`src/rtl/cdc_hs_rx_fifo_if.sv`:
```
// Bundle between the req/ack sender, the receive FIFO and its consumer.
// The master modport is the environment side (sender plus consumer).
interface cdc_hs_rx_fifo_if #(
  parameter int DATA_W = 8,
  parameter int DEPTH  = 4,
  parameter int CNT_W  = 16
);
  localparam int LVL_W = $clog2(DEPTH) + 1;

  logic              req_async;
  logic [DATA_W-1:0] data_async;
  logic              ack;
  logic              out_valid;
  logic              out_ready;
  logic [DATA_W-1:0] out_data;
  logic [LVL_W-1:0]  level;
  logic [CNT_W-1:0]  xfer_cnt;

  modport master (
    output req_async, data_async, out_ready,
    input  ack, out_valid, out_data, level, xfer_cnt
  );

  modport slave (
    input  req_async, data_async, out_ready,
    output ack, out_valid, out_data, level, xfer_cnt
  );
endinterface

```
`src/rtl/cdc_hs_rx_fifo.sv`:
```
// Receive side of a multi-bit req/ack CDC handshake feeding a small FIFO.
// Supports 4-phase (MODE=0) and 2-phase toggle (MODE=1) protocols.
module cdc_hs_rx_fifo #(
  parameter int DATA_W      = 8,
  parameter int SYNC_STAGES = 2,
  parameter int MODE        = 0,
  parameter int DEPTH       = 4,
  parameter int CNT_W       = 16
) (
  input logic              clk_rx,
  input logic              rst_n,
  cdc_hs_rx_fifo_if.slave  hs
);
  localparam int AW = $clog2(DEPTH);
  localparam int LW = AW + 1;
  localparam logic [LW-1:0] FULL_LVL = LW'(DEPTH);

  logic [SYNC_STAGES-1:0] sync_q;
  logic                   req_s;
  logic                   ack_q;
  logic                   pending;
  logic                   full;
  logic                   empty;
  logic                   push;
  logic                   pop;
  logic                   release_ack;
  logic [AW-1:0]          wr_ptr;
  logic [AW-1:0]          rd_ptr;
  logic [LW-1:0]          level_q;
  logic [CNT_W-1:0]       xfer_q;
  logic [DATA_W-1:0]      mem [DEPTH];

  always_ff @(posedge clk_rx or negedge rst_n) begin
    if (!rst_n) sync_q <= '0;
    else        sync_q <= {sync_q[SYNC_STAGES-2:0], hs.req_async};
  end

  assign req_s = sync_q[SYNC_STAGES-1];

  // Full is judged on the registered level, so a same-cycle pop never makes room for a push.
  assign full        = (level_q == FULL_LVL);
  assign empty       = (level_q == '0);
  assign pending     = (MODE == 0) ? (req_s & ~ack_q) : (req_s ^ ack_q);
  assign push        = pending & ~full;
  assign pop         = ~empty & hs.out_ready;
  assign release_ack = (MODE == 0) & ~req_s & ack_q;

  always_ff @(posedge clk_rx or negedge rst_n) begin
    if (!rst_n) begin
      ack_q <= 1'b0;
    end else if (push) begin
      ack_q <= (MODE == 0) ? 1'b1 : ~ack_q;
    end else if (release_ack) begin
      ack_q <= 1'b0;
    end
  end

  always_ff @(posedge clk_rx or negedge rst_n) begin
    if (!rst_n) begin
      wr_ptr  <= '0;
      rd_ptr  <= '0;
      level_q <= '0;
      xfer_q  <= '0;
    end else begin
      if (push) begin
        wr_ptr <= wr_ptr + AW'(1);
        xfer_q <= xfer_q + CNT_W'(1);
      end
      if (pop) rd_ptr <= rd_ptr + AW'(1);
      case ({push, pop})
        2'b10:   level_q <= level_q + LW'(1);
        2'b01:   level_q <= level_q - LW'(1);
        default: level_q <= level_q;
      endcase
    end
  end

  // Storage is not reset; entries are only observed through the valid pointers.
  always_ff @(posedge clk_rx) begin
    if (push) mem[wr_ptr] <= hs.data_async;
  end

  assign hs.ack       = ack_q;
  assign hs.out_valid = ~empty;
  assign hs.out_data  = mem[rd_ptr];
  assign hs.level     = level_q;
  assign hs.xfer_cnt  = xfer_q;
endmodule

```
`src/flat_wrapper.sv`:
```
// flat-port wrapper written by rule: the top's interface ports become plain ports
module cdc_hs_rx_fifo_flat 
#(
  parameter int DATA_W      = 8,
  parameter int SYNC_STAGES = 2,
  parameter int MODE        = 0,
  parameter int DEPTH       = 4,
  parameter int CNT_W       = 16
)
  (clk_rx, rst_n, hs_req_async, hs_data_async, hs_out_ready, hs_ack, hs_out_valid, hs_out_data, hs_level, hs_xfer_cnt);
  cdc_hs_rx_fifo_if #(.DATA_W(DATA_W), .DEPTH(DEPTH), .CNT_W(CNT_W)) hs_i ();
  input logic clk_rx;
  input logic rst_n;
  input wire logic [$bits(hs_i.req_async)-1:0] hs_req_async;
  input wire logic [$bits(hs_i.data_async)-1:0] hs_data_async;
  input wire logic [$bits(hs_i.out_ready)-1:0] hs_out_ready;
  output wire logic [$bits(hs_i.ack)-1:0] hs_ack;
  output wire logic [$bits(hs_i.out_valid)-1:0] hs_out_valid;
  output wire logic [$bits(hs_i.out_data)-1:0] hs_out_data;
  output wire logic [$bits(hs_i.level)-1:0] hs_level;
  output wire logic [$bits(hs_i.xfer_cnt)-1:0] hs_xfer_cnt;
  assign hs_i.req_async = hs_req_async;
  assign hs_i.data_async = hs_data_async;
  assign hs_i.out_ready = hs_out_ready;
  assign hs_ack = hs_i.ack;
  assign hs_out_valid = hs_i.out_valid;
  assign hs_out_data = hs_i.out_data;
  assign hs_level = hs_i.level;
  assign hs_xfer_cnt = hs_i.xfer_cnt;
  cdc_hs_rx_fifo #(.DATA_W(DATA_W), .SYNC_STAGES(SYNC_STAGES), .MODE(MODE), .DEPTH(DEPTH), .CNT_W(CNT_W)) u_core (.clk_rx(clk_rx), .rst_n(rst_n), .hs(hs_i));
endmodule
```
`config.mk`:
```
export PLATFORM = sky130hd
export DESIGN_NAME = cdc_hs_rx_fifo_flat
export DESIGN_NICKNAME = d
export VERILOG_FILES = /design/src/rtl/cdc_hs_rx_fifo_if.sv /design/src/rtl/cdc_hs_rx_fifo.sv /design/src/flat_wrapper.sv
export SDC_FILE = /design/constraint.sdc
export NUM_CORES = 1
export LEC_CHECK = 0
export ABC_AREA = 1
export ABC_CLOCK_PERIOD_IN_PS = 2600
export CORE_MARGIN = 5
export CORE_UTILIZATION = 40
export CTS_CLUSTER_SIZE = 25
export DETAILED_ROUTE_END_ITERATION = 7
export SLEW_MARGIN = 20
export SYNTH_ARGS = -nofsm -noshare
export SYNTH_HDL_FRONTEND = slang
export SYNTH_SLANG_ARGS = --single-unit
```
`constraint.sdc`:
```
create_clock -name clk_rx -period 2.6 [get_ports clk_rx]
set_input_delay 0.78 -clock clk_rx [delete_from_list [all_inputs] [get_ports clk_rx]]
set_output_delay 0.78 -clock clk_rx [all_outputs]
set_load 0.02 [all_outputs]
```
== Yosys cells after proc, flatten, opt, wreduce, memory -nomap -nowiden ==
Memory sizes are Yosys's and may differ from the RTL's.
Index checks and enable logic that the tools add are counted.
Operators by class
  reduce and logical (&&, ||, !) cells: 3
  add/subtract/negate cells: 5
  equal/unequal tests: 3
  bitwise gates (word level): 8
  muxes and demuxes: 5
Operators by type and width (count)
  adder 16 x 1 -> 16 bit, second input constant: 1
  case mux 3 bit (2 select lines): 1
  adder 2 x 1 -> 2 bit, second input constant: 2
  bitwise AND 1 bit: 4
  two-way mux 1 bit: 4
  inverter 1 bit: 4
  nonzero test 2 bit: 2
  adder 3 x 1 -> 3 bit, second input constant: 1
  equality test 3 bit, second input constant: 1
  logical NOT 3 bit: 1
  subtractor 3 x 1 -> 3 bit, second input constant: 1
  equality test 2 x 1 -> 1 bit, second input constant: 1
  equality test 2 bit, second input constant: 1
Word-level totals
  bits of input ports: 12
  flip-flop bits (word level): 26
  RAM bits: 32
  memories: 1
Memory list
  u_core.mem: words 4, bits a word 8, rd ports 1, clocked after memory_dff 0, write ports 1, RTL line cdc_hs_rx_fifo.sv:31  | logic [DATA_W-1:0] mem [DEPTH];

== Logic depth before layout (Yosys ltp) ==
Gate-level depths: netlist (run 1).
  depth in word-level cells: 5
  depth in mapped cells: 11

== Worst setup path before layout (run 1) ==
OpenSTA, ideal clock, no wires.
  path kind: reg-to-reg
  start point: register u_core.level_q[1], in the netlist u_core.hs.level[1]
  end point: register u_core.level_q[2], in the netlist u_core.hs.level[2]
  data required time: 2.469 ns
  stages on the path, launching flop included: 11
  library setup time: 0.131 ns
  arrival: 1.909 ns
  path slack: 0.560 ns
  period minus slack after synthesis: 2.040 ns
  cell sequence: dfrtp_1 -> nor2_4 -> nand2_4 -> nand2_4 -> buf_6 -> ha_1 -> inv_1 -> fa_1 -> a21oi_1 -> o21ai_0 -> xor2_1
On the way
  cells in the longest elaborated chain, start to end: 5
  elaborated cells between the ends (all ways): 12
RTL lines
  from (decl): RTL line cdc_hs_rx_fifo.sv:29  | logic [LW-1:0] level_q;
  from (signal assigned): RTL line cdc_hs_rx_fifo.sv:71  | 2'b10: level_q <= level_q + LW'(1);
  from (signal assigned): RTL line cdc_hs_rx_fifo.sv:72  | 2'b01: level_q <= level_q - LW'(1);
  from (signal assigned): RTL line cdc_hs_rx_fifo.sv:73  | default: level_q <= level_q;
  equality test 3 bit or logical NOT 3 bit (tied branches): RTL line cdc_hs_rx_fifo.sv:41, cdc_hs_rx_fifo.sv:42
  inverter 1 bit (on tied branches): RTL line cdc_hs_rx_fifo.sv:44, cdc_hs_rx_fifo.sv:45
  bitwise AND 1 bit (on tied branches): RTL line cdc_hs_rx_fifo.sv:44, cdc_hs_rx_fifo.sv:45
  equality test 2 x 1 -> 1 bit or equality test 2 bit (tied branches): RTL line cdc_hs_rx_fifo.sv:70  | case ({push, pop})
  case mux 3 bit (2 select lines) or nonzero test 2 bit (tied branches)
Parallel ways exist; a longest one is shown, timed or not.
A chain may end at the register's enable or synchronous reset.

== Worst setup path after layout (run 1) ==
  start point: register u_core.rd_ptr[0]
  end point: output port hs_out_data[1]
On the way
  cells in the longest elaborated chain, start to end: 1
RTL lines
  from (decl): RTL line cdc_hs_rx_fifo.sv:28  | logic [AW-1:0] rd_ptr;
  from (signal assigned): RTL line cdc_hs_rx_fifo.sv:69  | if (pop) rd_ptr <= rd_ptr + AW'(1);
  memory read (4 x 8 bit)
  to (decl): RTL line flat_wrapper.sv:19  | output wire logic [$bits(hs_i.out_data)-1:0] hs_out_data;
No other way between the ends.

==> impl_metrics.json, run 1 <==
{
  "status": "complete, no violations",
  "cts_buffers": 9,
  "drt-pass1-iter-count": 4,
  "critPathCaptureType": "output port",
  "cap_violations": 0,
  "vias_per_cell": 4.78,
  "setup_viol": 0,
  "swShare_pct": 34.4,
  "hp-class": "reg2reg",
  "finalMaxSlewViolations": 0,
  "drt-total-wl_um": 4680,
  "nets": 309,
  "synthCells": 234,
  "ant_nets": 0,
  "worst_skew_pair.late_latency_ns": 0.32,
  "io_pins": 41,
  "power_frac_seq_pct": 37.0,
  "clockPowerShare_pct": 27.0,
  "netSwitchingPower_mw": 1.16,
  "synthArstFlopShare_pct": 44.8,
  "yosys_warnings": 0,
  "area_delta_synth_final_pct": 30.2,
  "clk_path_buf_depth": 2,
  "critPathKind": "reg2out",
  "final_layout_size_suffix_gt1_share_pct": 12.2,
  "io_buffers": 40,
  "finalCritPeriodShare_pct": 89.6,
  "die_y_um": 90.1,
  "drt-initial-drc-count": 76,
  "synth_common_cells": "nand2_1 (42), edfxtp_1 (32), inv_1 (30), nor2_1 (28), dfrtp_1 (26)",
  "crit_slowest_cell": "dlygate4sd2_1",
  "crit_fanout": 18,
  "grt_max_degree": 27,
  "dieArea_um2": 8110,
  "fin_area_um2": 3340,
  "path_buf_inv": 2,
  "yosysUniqueCellTypes": 25,
  "remaining_drc_errors": 0,
  "path_delay_family": "buffers and inverters",
  "diodes": 0,
  "place_congestion": 0.783,
  "ys.flop_type": "edfxtp_1",
  "syn-num-nets": 253,
  "syn_area_um2": 2560,
  "cts_sinks": 58,
  "max_stage_delay_ns": 0.36,
  "critPathRequiredTime_ns": 1.82,
  "fin_setup_tns_ns": 0,
  "hold_viol_final": 0,
  "power.internal_mw": 2.22,
  "synth.most_common_cell": "nand2_1",
  "wl_per_cell_um": 12.6,
  "antenna_found_initial": 0,
  "rows": 29,
  "leakage_nw": 1.48,
  "core_area_um2": 6280,
  "max_slew_margin_pct": 77.0,
  "die_w_um": 90.1,
  "start_util_pct": 40.8,
  "h-tree-depth": 3,
  "p_comb_share_pct": 35.9,
  "dpl_cell_area_um2": 3100,
  "avgSynthCellArea_um2": 11.0,
  "power.density_nw_per_um2": 1010,
  "place_hpwl_um": 3190,
  "grt_pass1_wl_um": 8220,
  "synth_top_area_share_pct": 37.5,
  "worstMarginPinSlew_ns": 0.346,
  "worstPathCellList": "buf_4 > o21ai_0 > o22ai_1 > dlygate4sd2_1",
  "yosysTopAreaCell": "edfxtp_1",
  "overflow": 0,
  "layout_min_cycle_time_ns": 2.33,
  "cts_root_buffer": "clkbuf_8",
  "fmax_mhz": 429,
  "synth.area.top_cells": "edfxtp_1 (37%), dfrtp_1 (25%), nand2_1 (6.1%)",
  "cts_tree": "done",
  "synth-seq-cells": 58,
  "start_kind": "flop",
  "path_clk_slew_ns": 0.07,
  "num_vias": 1777,
  "grt_pass1_vias": 1748,
  "yosysSeqAreaShare_pct": 62.9,
  "vdd_drop_max_uv": 685,
  "grtUsageTotal_pct": 12.5,
  "synth_edf_count": 32,
  "rsz0062_at_grt": "no",
  "critical_path_arrival_ns": 1.55,
  "finClkSkew_ns": 0.00273
}
[path summary, 6_finish.rpt]
check	startpoint	end	slack (ns)	cells past startpoint
min in group asynchronous	rst_n	u_core.hs.xfer_cnt[13]$_DFFE_PN0P_	0.82	2
setup / recovery	u_core.rd_ptr[0]$_DFFE_PN0P_	hs_out_data[1]	0.27	4
max in group asynchronous	rst_n	u_core.hs.level[1]$_DFFE_PN0P_	1.52	2
hold / removal	u_core.sync_q[0]$_DFF_PN0_	u_core.sync_q[1]$_DFF_PN0_	0.36	0
hold reg to reg	u_core.sync_q[0]$_DFF_PN0_	u_core.sync_q[1]$_DFF_PN0_	0.36	0
setup reg to reg	u_core.hs.level[1]$_DFFE_PN0P_	u_core.hs.level[2]$_DFFE_PN0P_	0.57	9
[state kept, by name (all words and copies together) (netlist names)]
register,flops
u_core.rd_ptr,2
u_core.mem,32
u_core.wr_ptr,2
u_core.sync_q,2
u_core.hs.xfer_cnt,16
u_core.hs.level,3
u_core.hs.ack,1
[power by group through the flow]
stage	clock network [mW]	logic, mW	registers, mW
5_1_grt	0.983	1.36	1.28
3_5_place_dp	0	1.28	1.27
3_3_place_gp	0	1.26	1.27
4_1_cts	0.940	1.25	1.26
6_report	0.915	1.22	1.25
2_1_floorplan	0	0.672	1.34
[placed cells by master (no fill, tap or decap)]
cell type,count
a21boi_2,1
a21oi_1,1
buf_4,9
bufinv_16,2
clkbuf_8,10
clkdlybuf4s50_1,32
clkinv_2,1
clkinv_4,2
clkinvlp_4,1
dfrtp_1,26
dlygate4sd2_1,3
dlymetal6s2s_1,5
edfxtp_1,32
fa_1,1
ha_1,6
inv_1,29
inv_2,2
nand2_1,42
nand2_4,2
nand3_1,6
nand3b_1,3
nand4_1,5
nor2_1,28
nor2_2,2
nor2_4,2
nor2_8,1
o21a_1,1
o21ai_0,19
o22ai_1,8
xnor2_1,4
xor2_1,8
xor2_2,1
[per-layer routing]
| layer | global-route usage (%) | wire [µm] | part of all wire (%) | vias to the layer above |
|---|---|---|---|---|
| met5 | 0 | 0 | 0 | - |
| met4 | 3.72 | 46 | 0.98 | 0 |
| met3 | 5.26 | 272 | 5.8 | 5 |
| met2 | 19.7 | 2230 | 48 | 54 |
| met1 | 15.8 | 2140 | 46 | 835 |
| li1 | - | - | - | 883 |
[repair_timing]
action,4_1_cts,5_1_grt
hold endpoints to repair,0,0
setup buffers,0,0
gates resized for setup,4,5
hold buffers,0,0
endpoints found under the setup margin,8,5
[cells by family (layout without fill, tap and decap cells)]
| family | after synthesis | after routing | share of synthesized area, % |
|---|---|---|---|
| fa+ha+maj | 7 | 7 | 3.71 |
| buf+inv | 35 | 96 | 5.56 |
| xor+xnor | 13 | 13 | 4.73 |
| simple gates | 91 | 91 | 16.5 |
| flops | 58 | 58 | 62.9 |
| compound gates | 30 | 30 | 6.59 |
[stage by stage]
step | setup slack [ns] | instances | util (%) | total power, mW | hold WS [ns]
after floorplan | 0.560 | 234 | - | 2.01 | 0.331
after global placement | 0.113 | 356 | 49.4 | 2.53 | 0.333
after detailed placement | 0.0807 | 356 | 49.4 | 2.54 | 0.340
after CTS | 0.0178 | 372 | 53.0 | 3.45 | 0.356
after global routing | 0.124 | 372 | 53.2 | 3.62 | 0.365
final | 0.270 | 372 | 53.2 | 3.39 | 0.357
[cell type report]
cell class	count	area [µm²]
Clock inverter	6	90.1
Fill cell	565	2940
Sequential cell	58	1610
Inverter	31	116
Timing Repair Buffer	49	477
Tap cell	77	96.3
Clock buffer	10	138
Multi-Input combinational cell	141	810
Note: power is estimated with default switching activity, not from simulation.
==> inputs of run 2 (changes only) <==
--- a/config.mk
+++ b/config.mk
@@ -11,6 +11,7 @@
 export CORE_UTILIZATION = 40
 export CTS_CLUSTER_SIZE = 25
 export DETAILED_ROUTE_END_ITERATION = 7
+export GPL_ROUTABILITY_DRIVEN = 0
 export SLEW_MARGIN = 20
 export SYNTH_ARGS = -nofsm -noshare
 export SYNTH_HDL_FRONTEND = slang
==> results of run 2 <==
Final layout, timing and power as in run 1 (identical DEF).
